<file path="src/rtl/uart_defs.sv">
// uart_defs: register map, status bit positions and receiver FSM states
package uart_defs;
    localparam logic RX_DATA = 1'b0;
    localparam logic RX_STAT = 1'b1;
    localparam int RDRF_B = 0;
    localparam int OVR_B = 1;
    localparam int FE_B = 2;
    localparam int IE_B = 7;
    localparam int OVERSAMPLE = 16;
    typedef enum logic [2:0] {IDLE, START, DATA, STOP, BREAK} state_t;
endpackage

</file>
<file path="src/rtl/uart_rx_tick.sv">
// uart_rx_tick: free-running divider giving a one-cycle oversample tick enable
module uart_rx_tick #(
    parameter int DIV = 13,
    parameter int DIV_W = 8
) (
    input  logic clk,
    input  logic rst,
    output logic tick
);
    logic [DIV_W-1:0] cnt;
    assign tick = cnt == DIV_W'(DIV - 1);
    always_ff @(posedge clk or posedge rst)
        if (rst) cnt <= '0;
        else cnt <= tick ? '0 : cnt + 1'b1;
endmodule

</file>
<file path="src/rtl/uart_rx.sv">
// uart_rx: 8N1 receiver with 16x oversampling and a data/status register pair
module uart_rx
    import uart_defs::*;
#(
    parameter int DIV = 13,
    parameter int DIV_W = 8
) (
    input  logic       CLK,
    input  logic       RST,
    input  logic       RXD,
    input  logic       ADDR,
    input  logic       R,
    input  logic       W,
    input  logic [7:0] DIN,
    output logic [7:0] DOUT,
    output logic       IRQ
);
    localparam logic [3:0] MID = 4'(OVERSAMPLE / 2 - 1);
    localparam logic [3:0] LAST = 4'(OVERSAMPLE - 1);
    logic s1, s2, rxs, tick, r_q, rd_data, wr_stat, done, fe_set;
    logic rdrf, ovr, fe, ie, unused_din;
    logic [3:0] phase, phase_n;
    logic [2:0] bit_idx, bit_n;
    logic [7:0] shreg, sh_n, rxdata, stat;
    state_t state, state_n;
    assign rxs = s2;
    assign unused_din = ^{DIN[6:3], DIN[0]};
    uart_rx_tick #(.DIV(DIV), .DIV_W(DIV_W)) u_tick (.clk(CLK), .rst(RST), .tick(tick));
    always_ff @(posedge CLK or posedge RST)
        if (RST) {s2, s1} <= 2'b11;
        else {s2, s1} <= {s1, RXD};
    always_comb begin
        state_n = state;
        phase_n = phase;
        bit_n = bit_idx;
        sh_n = shreg;
        done = 1'b0;
        fe_set = 1'b0;
        if (tick) begin
            phase_n = phase + 4'd1;
            case (state)
                IDLE: if (!rxs) begin
                    state_n = START;
                    phase_n = '0;
                end
                START: if (phase == MID) begin
                    state_n = rxs ? IDLE : DATA;
                    phase_n = '0;
                    bit_n = '0;
                end
                // phase wraps 15 -> 0 on its own, so each data bit is 16 ticks
                DATA: if (phase == LAST) begin
                    sh_n = {rxs, shreg[7:1]};
                    bit_n = bit_idx + 3'd1;
                    state_n = bit_idx == 3'd7 ? STOP : DATA;
                end
                STOP: if (phase == LAST) begin
                    done = rxs;
                    fe_set = !rxs;
                    state_n = rxs ? IDLE : BREAK;
                end
                BREAK: if (rxs) state_n = IDLE;
                default: state_n = IDLE;
            endcase
        end
    end
    always_ff @(posedge CLK or posedge RST)
        if (RST) begin
            state <= IDLE;
            phase <= '0;
            bit_idx <= '0;
            shreg <= '0;
        end else begin
            state <= state_n;
            phase <= phase_n;
            bit_idx <= bit_n;
            shreg <= sh_n;
        end
    assign rd_data = !R && r_q && ADDR == RX_DATA;
    assign wr_stat = !W && ADDR == RX_STAT;
    // a read coinciding with completion frees the buffer, so the new byte loads without overrun
    always_ff @(posedge CLK or posedge RST)
        if (RST) begin
            r_q <= 1'b1;
            rdrf <= 1'b0;
            ovr <= 1'b0;
            fe <= 1'b0;
            ie <= 1'b0;
            rxdata <= '0;
        end else begin
            r_q <= R;
            rdrf <= (done && (!rdrf || rd_data)) ? 1'b1 : rd_data ? 1'b0 : rdrf;
            rxdata <= (done && (!rdrf || rd_data)) ? shreg : rxdata;
            ovr <= (done && rdrf && !rd_data) ? 1'b1 : (wr_stat && DIN[OVR_B]) ? 1'b0 : ovr;
            fe <= fe_set ? 1'b1 : (wr_stat && DIN[FE_B]) ? 1'b0 : fe;
            ie <= wr_stat ? DIN[IE_B] : ie;
        end
    always_comb begin
        stat = '0;
        stat[RDRF_B] = rdrf;
        stat[OVR_B] = ovr;
        stat[FE_B] = fe;
        stat[IE_B] = ie;
    end
    assign DOUT = ADDR == RX_STAT ? stat : rxdata;
    assign IRQ = !(ie && (rdrf || ovr || fe));
endmodule

</file>
<file path="config.mk">
export PLATFORM = sky130hd
export DESIGN_NAME = uart_rx
export DESIGN_NICKNAME = d
export VERILOG_FILES = /design/src/rtl/uart_defs.sv /design/src/rtl/uart_rx_tick.sv /design/src/rtl/uart_rx.sv
export SDC_FILE = /design/constraint.sdc
export NUM_CORES = 1
export LEC_CHECK = 0
export ABC_AREA = 1
export CAP_MARGIN = 20
export CELL_PAD_IN_SITES_DETAIL_PLACEMENT = 0
export CELL_PAD_IN_SITES_GLOBAL_PLACEMENT = 1
export CORE_ASPECT_RATIO = 0.9
export CORE_MARGIN = 5
export CORE_UTILIZATION = 45
export CTS_BUF_LIST = sky130_fd_sc_hd__clkbuf_16
export DETAILED_ROUTE_END_ITERATION = 10
export PLACE_DENSITY_LB_ADDON = 0.1
export SLEW_MARGIN = 30
export SYNTH_ARGS = -nofsm -noshare
export SYNTH_HDL_FRONTEND = slang
export SYNTH_SLANG_ARGS = --single-unit
</file>
<file path="constraint.sdc">
create_clock -name CLK -period 2 [get_ports CLK]
set_input_delay 0.4 -clock CLK [delete_from_list [all_inputs] [get_ports CLK]]
set_output_delay 0.4 -clock CLK [all_outputs]
set_load 0.005 [all_outputs]
</file>
* Word-level counts from Yosys, hierarchy flattened
Index checks and enable logic that the tools add are counted.
** Storage, ports and cells
- Register bits after elaboration :: 41
- Bits in latches :: 0
- RAM bits :: 0
- Memory bits (read-only) :: 0
- Bits of input ports :: 14
- Output and inout port bits :: 9
- Word-level logic and storage cells :: 85
- Memories kept :: 0
** Cells by class
- Add/sub/neg operators :: 3
- $mul :: 0
- Divide/modulo/power cells :: 0
- $lt $le $gt $ge :: 0
- Equal/unequal tests :: 13
- Shift-type cells :: 0
- Mux-type cells :: 29
- Bitwise operators :: 1
- Reduce and logical (&&, ||, !) cells :: 26
** Operators with widths (count)
- 3-bit two-way mux :: 8
- 8-bit two-way mux :: 2
- 3-bit case mux with 5 select lines :: 1
- 1-bit two-way mux :: 13
- 2-bit inequality test (second input constant) :: 5
- 1-bit logical AND :: 9
- 8-bit by 1-bit adder with 8-bit output (second input constant) :: 1
- 8-bit by 4-bit == test with 1-bit output (second input constant) :: 1
- 4-bit two-way mux :: 2
- 4-bit case mux with 2 select lines :: 1
- 2-bit nonzero test :: 4
- 3-bit by 2-bit == test with 1-bit output (second input constant) :: 2
- 3-bit == test (second input constant) :: 2
- 1-bit logical NOT :: 6
- 3-bit case mux with 2 select lines :: 1
- 6-bit AND reduction :: 1
- 4-bit by 1-bit adder with 4-bit output (second input constant) :: 1
- 4-bit by 3-bit == test with 1-bit output (second input constant) :: 1
- 4-bit == test (second input constant) :: 1
- 4-bit AND reduction :: 1
- 3-bit by 1-bit adder with 3-bit output (second input constant) :: 1
- 3-bit by 1-bit == test with 1-bit output (second input constant) :: 1
- 3-bit logical NOT :: 1
- 1-bit logical OR :: 3
- 3 further kinds :: 3

* Longest topological paths before layout
Gate-level depths: netlist of the first run.
- Depth in word-level cells :: 7
- Mapped depth :: 9
- Mapped depth without buffers :: 9

* Hierarchy
From an unflattened synthesis of the first run, not the netlist that was laid out.
** Second synthesis, totals
- Cell total of the unflattened synthesis :: 245
- Area total of the unflattened synthesis :: 2138.3 µm²
** Modules (own cells, without submodules)
- uart_rx :: times used 1, cells an instance 191, area an instance 1712.9 µm², sequential area each 829.5 µm²
- uart_rx_tick :: times used 1, cells an instance 54, area an instance 425.4 µm², sequential area each 200.2 µm²

* Worst setup path after synthesis of the first run
Ideal clock, no wire load.
- Kind :: register to register
- From :: register phase[0]
- To :: register shreg[7]
- Library setup time :: 0.077 ns
- Arrival :: 1.262 ns
- Required time :: 1.923 ns
- Path slack :: 0.662 ns
- Cell stages (with the launch flop) :: 9
- Buffers on the path :: 0
- Period minus slack after synthesis :: 1.338 ns
- Path through :: dfrtp_1 -> ha_1 -> nand2_1 -> nor2_2 -> nand3_1 -> clkinv_1 -> nand2_2 -> nand2_1 -> o21ai_1
** Between the ends
- Longest elaborated chain between the ends :: 2
** Ends and longest elaborated chain
- from (decl) :: line uart_rx.sv:22 : logic [3:0] phase, phase_n;
- from (signal assigned) :: line uart_rx.sv:75 : phase <= phase_n;
- 4-bit == test :: line uart_rx.sv:52 : DATA: if (phase == LAST) begin
- 3-bit AND reduction (no line)
- to (signal assigned) :: line uart_rx.sv:77 : shreg <= sh_n;
- to (decl) :: line uart_rx.sv:24 : logic [7:0] shreg, sh_n, rxdata, stat;
Every way passes these cells.
A chain may end at the register's enable or synchronous reset.

* Worst setup path in the final report of the first run
- From :: input ADDR
- To :: output DOUT[7]
** Between the ends
- Longest elaborated chain between the ends :: 1
** Ends and longest elaborated chain
- from (decl) :: line uart_rx.sv:11 : input logic ADDR,
- 8-bit two-way mux :: line uart_rx.sv:105 : assign DOUT = ADDR == RX_STAT ? stat : rxdata;
- to (decl) :: line uart_rx.sv:15 : output logic [7:0] DOUT,
Every way passes these cells.

==> results of run 1 <==
[sequential cells by signal (all words and copies together) (netlist names)]
name and count:
u_tick.cnt 8, ie 1, rxs 1, r_q 1
shreg 8, rdrf 1, ovr 1, state 3
s1 1, bit_idx 3, fe 1, rxdata 8
phase 4
[what timing repair did]
item	4_1_cts	5_1_grt
setup buffers	0	0
endpoints found under the hold margin	0	0
endpoints found under the setup margin	8	0
resized for setup	1	0
[logic make-up after synthesis]
logic type	count (synthesis)	share of synthesized area, %
AOI/OAI and AO/OA	11	2.725
muxes	1	0.5331
xor gates and xnor gates	2	0.8295
and+or+nand+nor	165	36.85
DFF	41	48.76
buffers and inverters	35	7.346
adders and majority gates	5	2.962
[power breakdown]
part           leakage [nW]  internal, mW  switching, mW
Sequential            0.545         0.850         0.0176
Clock                0.0748         0.452          0.294
Combinational         0.677        0.0497         0.0805
Total                  1.30          1.35          0.392
[worst paths after layout]
kind                               start          to  cells past startpoint
min reg2reg                           s1         rxs                      0
max in group asynchronous            RST         rxs                      3
min in group asynchronous            RST  bit_idx[2]                      3
max                                 ADDR     DOUT[7]                      5
max reg2reg                u_tick.cnt[0]    phase[2]                      8
min                                   s1         rxs                      0
[critical path, delay by kind of cell]
kind / cells / cell delay, ps
buf+inv: 3 / 950
simple gates: 2 / 120
[synth_stat cells]
cell type | n | area [µm²]
nand2_1 | 83 | 311.6
dfrtp_1 | 38 | 950.9
nor2_1 | 28 | 105.1
inv_1 | 27 | 101.4
nand3_1 | 25 | 125.1
nand4_1 | 8 | 50.05
o21ai_0 | 7 | 35.03
ha_1 | 5 | 62.56
nand2_2 | 5 | 31.28
dfstp_2 | 3 | 78.83
nor2_2 | 3 | 18.77
nor3_1 | 3 | 15.01
a21oi_1 | 2 | 10.01
buf_4 | 2 | 15.01
buf_6 | 2 | 22.52
inv_2 | 2 | 7.510
nand3_2 | 2 | 20.02
nand3b_1 | 2 | 15.01
nor2_4 | 2 | 22.52
nor2_8 | 2 | 40.04
buf_2 | 1 | 5.000
clkinv_1 | 1 | 3.750
mux2_2 | 1 | 11.26
nand3_4 | 1 | 17.52
o21ai_1 | 1 | 5.000
o31ai_1 | 1 | 7.510
or2_2 | 1 | 6.260
xnor2_1 | 1 | 8.760
xor2_1 | 1 | 8.760
[final cells by class]
class                   count  area share [%]
clock buffers               5           4.985
clock inverters             3          0.5484
inverters                  30           4.487
multi-input cells         184           36.94
repair buffers             21           8.923
flip-flops and latches     41           41.03
well taps                  62           3.091
[metal layers]
metal | up-vias | wire (µm) | track usage (%)
met2 | 22 | 1615 | 23.13
li1 | 868 | - | -
met4 | 0 | 48 | 6.642
met1 | 707 | 2071 | 20.93
met5 | - | 0 | 0
met3 | 4 | 133 | 3.349
==> results.md, run 1 <==
- CTS Buf Count: 5
- NumNets Final: 302
- Die Y: 75.00 µm
- Initial antenna violation count: 0
- Worst slew pin tran: 336.2 ps
- Place WS: -167.4 ps
- Dpl cells: around 340
- DP Wirelength: 2873 µm
- Final setup violation count: 0
- Max_cap viols: 0
- Core ar.: 4489 µm²
- Htree depth: 2
- Post-synthesis register bit count: 41
- Clock Skew: around 4.2 ps
- Post-DP Area: around 2400 µm²
- Post-route setup TNS: 0 ps
- Post-layout util: 55.91%
- Crit path kind: in -> out
- Cell Area, Synth: 2112 µm²
- Crit end category: primary output
- Critical Path, Cell by Cell: dlygate4sd2_1 > inv_2 > nand2_1 > nand2_1 > clkdlybuf4s50_1
- Power, Total: about 1.7 mW
- First-pass GRT wire length: between 7000 and 8000 µm
- Worst R2R Setup Slack: 430 ps
- Port Buffers: 17
- Slew headroom: 77.42%
- WHS: 355.0 ps
- Sequential area share after synthesis: 48.76%
- Crit path time final: 1863 ps
- Share of cells above drive strength 1: between 10% and 20%
- Root Buffer: clkbuf_16
- Hold-fix buffers, CTS: 0
- Worst Path Required: 1600 ps
- Number of cell rows: 23
- Pwr dens: 694.8 nW/µm²
- Most frequent CP cell: nand2_1
- Initial Utilization: between 40 and 50%
- Leak Pwr: 1.296 nW
- Die ar.: 6166 µm²
- Setup crit start kind: input pin
- Syn Nets: between 200 and 300
- Antenna cells: 0
- Most common cell after layout, fill and taps aside: nand2_1
- WL/cell: ~11 µm
- Final hold violation count: 0
- Slew Viols, Final: 0
- Final period utilization: 93.17%
- CP peak stage delay: 500 ps
- Critical path's slowest cell: clkdlybuf4s50_1
- CTS tree: done
- Reg area: slightly above 1000 µm²
- DRC: 0
- Cells after Synth: 260
- Setup slack after layout: 136.6 ps
- Largest net degree at the start of global routing: 42
- Longest Clk Path Bufs: 2
- Post-route ant nets: 0
- RSZ-0062 raised after global routing: no
- Vias in the first global route: approximately 1,600
- Die width: around 80 µm
- First drt pass iteration count: 4
- Worst Path Arrival: 1460 ps
- Avg Cell Area, Syn: 8.123 µm²
- Post-route insts no fill: 346
- Most frequent cells in the layout: nand2_1, dfrtp_1, inv_1, nor2_1, nand3_1
- Max FO, Critical Path: 9
- Tot GR Track Use: 15.21%
- Outcome: finished, final reports clean
- Clock latency on the worst-skew pair: roughly 280 ps
- I/O pin count: 23
- Fmax: 536.7 MHz
- Final wirelength: 3869 µm
- Cell variety after synth: 29
- Clock sink total: 41
- Vias per cell: around 4.6
- Clk slew on worst S/H paths: around 50 ps
- DRT iter0 DRCs: 67
- IR drop worst, VDD: 0.0003383 V
- Area of the multi-input gates: between 900 and 1000 µm²
- Design area: 2510 µm²
- Grt ovf: 0
- HP Class: reg -> reg
- P&R area growth vs syn: 18.84%
- Fill cells: roughly 440
- Total number of vias: 1,601
- YS warnings: 0
- Gp weighted congestion: 0.7823
Power figures use the tool's default switching activity.
==> run 2: changes to the inputs <==
--- a/config.mk
+++ b/config.mk
@@ -15,6 +15,7 @@
 export CTS_BUF_LIST = sky130_fd_sc_hd__clkbuf_16
 export DETAILED_ROUTE_END_ITERATION = 10
 export PLACE_DENSITY_LB_ADDON = 0.1
+export SETUP_SLACK_MARGIN = 0.5
 export SLEW_MARGIN = 30
 export SYNTH_ARGS = -nofsm -noshare
 export SYNTH_HDL_FRONTEND = slang
==> results.md, run 2 (same netlist as run 1, synthesis figures left out) <==
- Vias per cell: around 4.8
- Worst r2r dst: rxdata[4]
- Final period utilization: 74.00%
- First-pass GRT wire length: 7693 µm
- HP Class: reg -> reg
- RSZ-0062 raised after global routing: yes
- Final hold violation count: 0
- CTS tree: done
- Tot GR Track Use: 16.54%
- Most frequent cells in the layout: nand2_1, dfrtp_1, inv_1
- IR drop worst, VDD: about 0.00034 V
- Largest regs: rxdata x8, shreg x8, u_tick.cnt x8
- DRC: 0
- NumNets Final: 326
- Combinational share of power: 8.7%
- Fill cells: 419
- Post-DP Area: 2372 µm²
- Fmax: ~680 MHz
- Crit end category: primary output
- Die width: 82.22 µm
- Int Pwr: 1.367 mW
- Pwr dens: between 600 and 700 nW/µm²
- I/O pin count: 23
- Htree depth: 2
- Slew headroom: 77.93%
- Die Y: 75.00 µm
- Reg area: about 1000 µm²
- Core ar.: between 4000 and 5000 µm²
- Final setup violation count: 0
- Antenna cells: 0
- Worst Path Required: approximately 1600 ps
- Initial Utilization: 47.05%
- Clock sink total: 41
- Crit path time final: ~1500 ps
- Clk slew on worst S/H paths: about 50 ps
- Clock share of power: 42.3%
- Reg2Reg Depth: 8
- Slew Viols, Final: 0
- Reg power frac: 49.0%
- Largest net degree at the start of global routing: 42
- Outcome: finished, final reports clean
- Final wirelength: around 4600 µm
- Post-route ant nets: 0
- DRT iter0 DRCs: between 100 and 150
- Worst Hold Depth: 0
- Design area: approximately 2800 µm²
- Clock latency on the worst-skew pair: 280 ps
- Max_cap viols: 0
- Max FO, Critical Path: 2
- Grt ovf: 0
- Setup crit start kind: flop
- P&R area growth vs syn: 32.11%
- Net Switching: 0.4120 mW
- Worst Path Arrival: 1080 ps
- Hold Path Sink: rxs
- Worst slew pin tran: roughly 330 ps
- Switching Fraction: 23.16%
- Place WS: -167.4 ps
- Gp weighted congestion: 0.7823
- WL/cell: 12.30 µm
- Port Buffers: 17
- Initial antenna violation count: 0
- Longest Clk Path Bufs: 2
- Area of the multi-input gates: 1044 µm²
- Clock Skew: 6.468 ps
- FF-to-FF Start: u_tick.cnt[1]
- Dpl cells: about 340
- Most common cell after layout, fill and taps aside: nand2_1
- Vias in the first global route: 1,672
- Min-delay src: s1
- DP Wirelength: 2873 µm
- Total number of vias: between 1,500 and 2,000
- Worst R2R Setup Slack: about 580 ps
- Die ar.: just over 6000 µm²
- Share of cells above drive strength 1: about 24%
- First drt pass iteration count: 4
- Number of cell rows: 23
- Leak Pwr: 1.463 nW
- Crit path kind: reg -> out
- WHS: between 300 and 400 ps
- Root Buffer: clkbuf_16
- Power, Total: approximately 1.8 mW
- CTS Buf Count: 5
- Post-route insts no fill: 370
- Setup slack after layout: 520.0 ps
-- run 2: timing repair --
item | 4_1_cts | 5_1_grt
gates cloned | 2 | 1
endpoints found under the hold margin | 0 | 0
setup buffers | 8 | 13
setup endpoints to repair | 39 | 32
gates resized for setup | 21 | 25
pin swaps | 4 | 13
hold buffers | 0 | 0
-- run 2: cell type report --
class,instances,share of cell area [%]
clock buffers,5,4.484
inverters,30,4.170
flip-flops and latches,41,36.91
well taps,62,2.780
multi-input cells,187,37.40
clock inverters,3,0.4933
repair buffers,42,13.77
-- run 2: how the worst max path moves through the flow --
stage / start / endpoint / slack [ps] / depth (start not counted)
6_report: rdrf / IRQ / 520 / 3
5_1_grt: u_tick.cnt[1] / state[0] / 470 / 9
4_1_cts: ADDR / DOUT[7] / 460 / 6
3_5_place_dp: ADDR / DOUT[7] / -170 / 5
3_3_place_gp: ADDR / DOUT[1] / -150 / 5
2_1_floorplan: RST / bit_idx[0] / 660 / 1
-- run 2: worst max-delay path, cell delays in order, from the launching register on --
cell and delay (ps):
dfrtp_1 390, buf_6 130, o31ai_4 150, buf_2 140
-- run 2: routing by layer --
layer	wire length, µm	share of wire, %	track usage (%)	vias up
met4	52	1.1	6.642	0
met3	175	3.8	3.349	4
met1	2226	49	22.63	816
met2	2095	46	25.80	33
li1	-	-	-	925
met5	0	0	0	-
-- run 2: power groups by stage --
stage / Sequential [mW] / Combinational [mW] / Clock (mW)
2_1_floorplan: 0.872 / 0.0981 / 0
3_3_place_gp: 0.882 / 0.133 / 0
3_5_place_dp: 0.882 / 0.134 / 0
4_1_cts: 0.868 / 0.136 / 0.777
5_1_grt: 0.874 / 0.176 / 0.816
6_report: 0.871 / 0.155 / 0.753
-- run 2: per-stage QoR --
step / TNS, ps / util [%]
after global routing: 0 / 62.15
after global placement: -795.8 / 52.84
after floorplan: 0 / -
after CTS: 0 / 57.61
after detailed placement: -786.7 / 52.84
final: 0 / 62.15
==> run 3: changes to the inputs <==
--- a/config.mk
+++ b/config.mk
@@ -11,7 +11,7 @@
 export CELL_PAD_IN_SITES_GLOBAL_PLACEMENT = 1
 export CORE_ASPECT_RATIO = 0.9
 export CORE_MARGIN = 5
-export CORE_UTILIZATION = 45
+export CORE_UTILIZATION = 42
 export CTS_BUF_LIST = sky130_fd_sc_hd__clkbuf_16
 export DETAILED_ROUTE_END_ITERATION = 10
 export PLACE_DENSITY_LB_ADDON = 0.1
==> constraint.sdc (replaced) <==
create_clock -name CLK -period 1.5 [get_ports CLK]
set_input_delay 0.3 -clock CLK [delete_from_list [all_inputs] [get_ports CLK]]
set_output_delay 0.3 -clock CLK [all_outputs]
set_load 0.005 [all_outputs]
==> results.md, run 3 (same netlist as run 1, synthesis figures left out) <==
- Max FO, Critical Path: 5
- Tot GR Track Use: approximately 15%
- Max_cap viols: 0
- Hold-fix buffers, CTS: 0
- Worst Path Arrival: 1570 ps
- Clock Skew: 5.826 ps
- CTS Buf Count: 5
- Clk slew on worst S/H paths: 60 ps
- Reg power frac: 45.2%
- P&R area growth vs syn: 42.54%
- Largest regs: rxdata x8, shreg x8, u_tick.cnt x8
- HP Class: in -> async
- Place WS: -341.3 ps
- Most common cell after layout, fill and taps aside: nand2_1
- Clock latency on the worst-skew pair: ~280 ps
- Initial antenna violation count: 0
- Worst Path Buf+Inv: 1
- Setup slack after layout: 98.65 ps
- Die ar.: 6549 µm²
- Crit path time final: 1401 ps
- Htree depth: 2
- Final wirelength: approximately 4800 µm
- Grt ovf: 0
- Leak Pwr: 1.546 nW
- Root Buffer: clkbuf_16
- Final period utilization: approximately 93%
- Dpl cells: 350
- Outcome: finished, final reports clean
- Pwr dens: about 860 nW/µm²
- Net Switching: 0.5725 mW
- Final setup violation count: 0
- DRT iter0 DRCs: 47
- Die Y: 77.28 µm
- Total number of vias: 1,791
- Share of cells above drive strength 1: 36.10%
- Worst slew pin tran: 282.2 ps
- Final hold violation count: 0
- Critical path's slowest cell: dfrtp_1
- RSZ-0062 raised after global routing: yes
- DP Wirelength: about 3000 µm
- Core ar.: 4865 µm²
- Post-route ant nets: 0
- Post-layout util: 61.88%
- Critical path's top delay family: simple AND/OR/NAND/NOR gates
- WHS: 294.2 ps
- Initial Utilization: 43.42%
- I/O pin count: 23
- Setup crit start kind: flop
- IR drop worst, VDD: around 0.00086 V
- Die width: ~85 µm
- Critical Path, Cell by Cell: inv_2 > ha_4 > nand3_4 > nor2_4 > nand3_2 > nand2_1 > nand2_1
- Number of cell rows: 24
- Clock sink total: 41
- First-pass GRT wire length: 7872 µm
- Clock share of power: 46.1%
- Slew Viols, Final: 0
- Most frequent CP cell: nand2_1
- Design area: roughly 3000 µm²
- Largest net degree at the start of global routing: 36
- Post-route insts no fill: between 300 and 400
- DRC: 0
- Combinational share of power: 8.7%
- First drt pass iteration count: 4
- Most frequent cells in the layout: nand2_1, dfrtp_1, inv_1
- Post-route setup TNS: 0 ps
- Vias in the first global route: approximately 1,700
- Post-DP Area: 2489 µm²
- Crit path kind: reg -> reg
- WL/cell: 12.69 µm
- NumNets Final: between 300 and 400
- Port Buffers: 17
- Longest Clk Path Bufs: 2
- Slew headroom: between 80% and 90%
- Gp weighted congestion: 0.7586
- CP peak stage delay: between 300 and 400 ps
- Crit end category: flop
- Antenna cells: 0
- CTS tree: done
- Power, Total: 2.575 mW
- Switching Fraction: 22.23%
- Fmax: 713.6 MHz
- Vias per cell: about 4.7
- Int Pwr: 2.002 mW
- Worst Path Required: between 1500 and 2000 ps
[run 3: cell types whose count changed in the layout (fill, tap and decap cells not counted), sizes merged]
cell / previous run / this run
clkinv: 2 / 1
clkdlybuf4s15: 2 / 0
bufinv: 0 / 1
dlygate4sd2: 5 / 1
clkdlybuf4s50: 7 / 6
nor2: 37 / 36
buf: 26 / 41
clkbuf: 7 / 5
[run 3: layout make-up]
cell class | count | area, µm²
fill | 442 | 1854
multi-input combinational | 186 | 1172
sequential | 41 | 1033
timing repair buffer | 48 | 439.2
clock buffer | 5 | 125.1
inverter | 30 | 121.4
tap | 65 | 81.33
clock inverter | 3 | 37.54
[run 3: layer usage]
| metal | vias up | wire (µm) | GRT usage (%) |
|---|---|---|---|
| li1 | 930 | - | - |
| met2 | 28 | 2206 | 22.22 |
| met5 | - | 0 | 0 |
| met4 | 0 | 26 | 2.848 |
| met1 | 831 | 2372 | 21.09 |
| met3 | 2 | 193 | 5.359 |
[run 3: timing repair]
action | in CTS | in global routing
gates resized for setup | 61 | 46
pin swaps | 16 | 20
buffers inserted | 11 | 6
setup endpoints to repair | 46 | 46
cloned | 1 | 2
[run 3: power by group through the flow]
stage	registers (mW)	logic, mW	clock network, mW
2_1_floorplan	1.16	0.136	0
3_3_place_gp	1.18	0.184	0
3_5_place_dp	1.18	0.185	0
4_1_cts	1.16	0.202	1.21
5_1_grt	1.17	0.255	1.28
6_report	1.16	0.225	1.19
[run 3: path summary, 6_finish.rpt]
kind | start | to | slack [ps] | depth (start not counted)
max | u_tick.cnt[0] | rxdata[5] | 100 | 7
min | RST | u_tick.cnt[5] | 290 | 2
max in group asynchronous | RST | r_q | 720 | 3
max reg2reg | u_tick.cnt[0] | rxdata[5] | 100 | 7
min reg2reg | s1 | rxs | 350 | 0
min in group CLK | s1 | rxs | 350 | 0
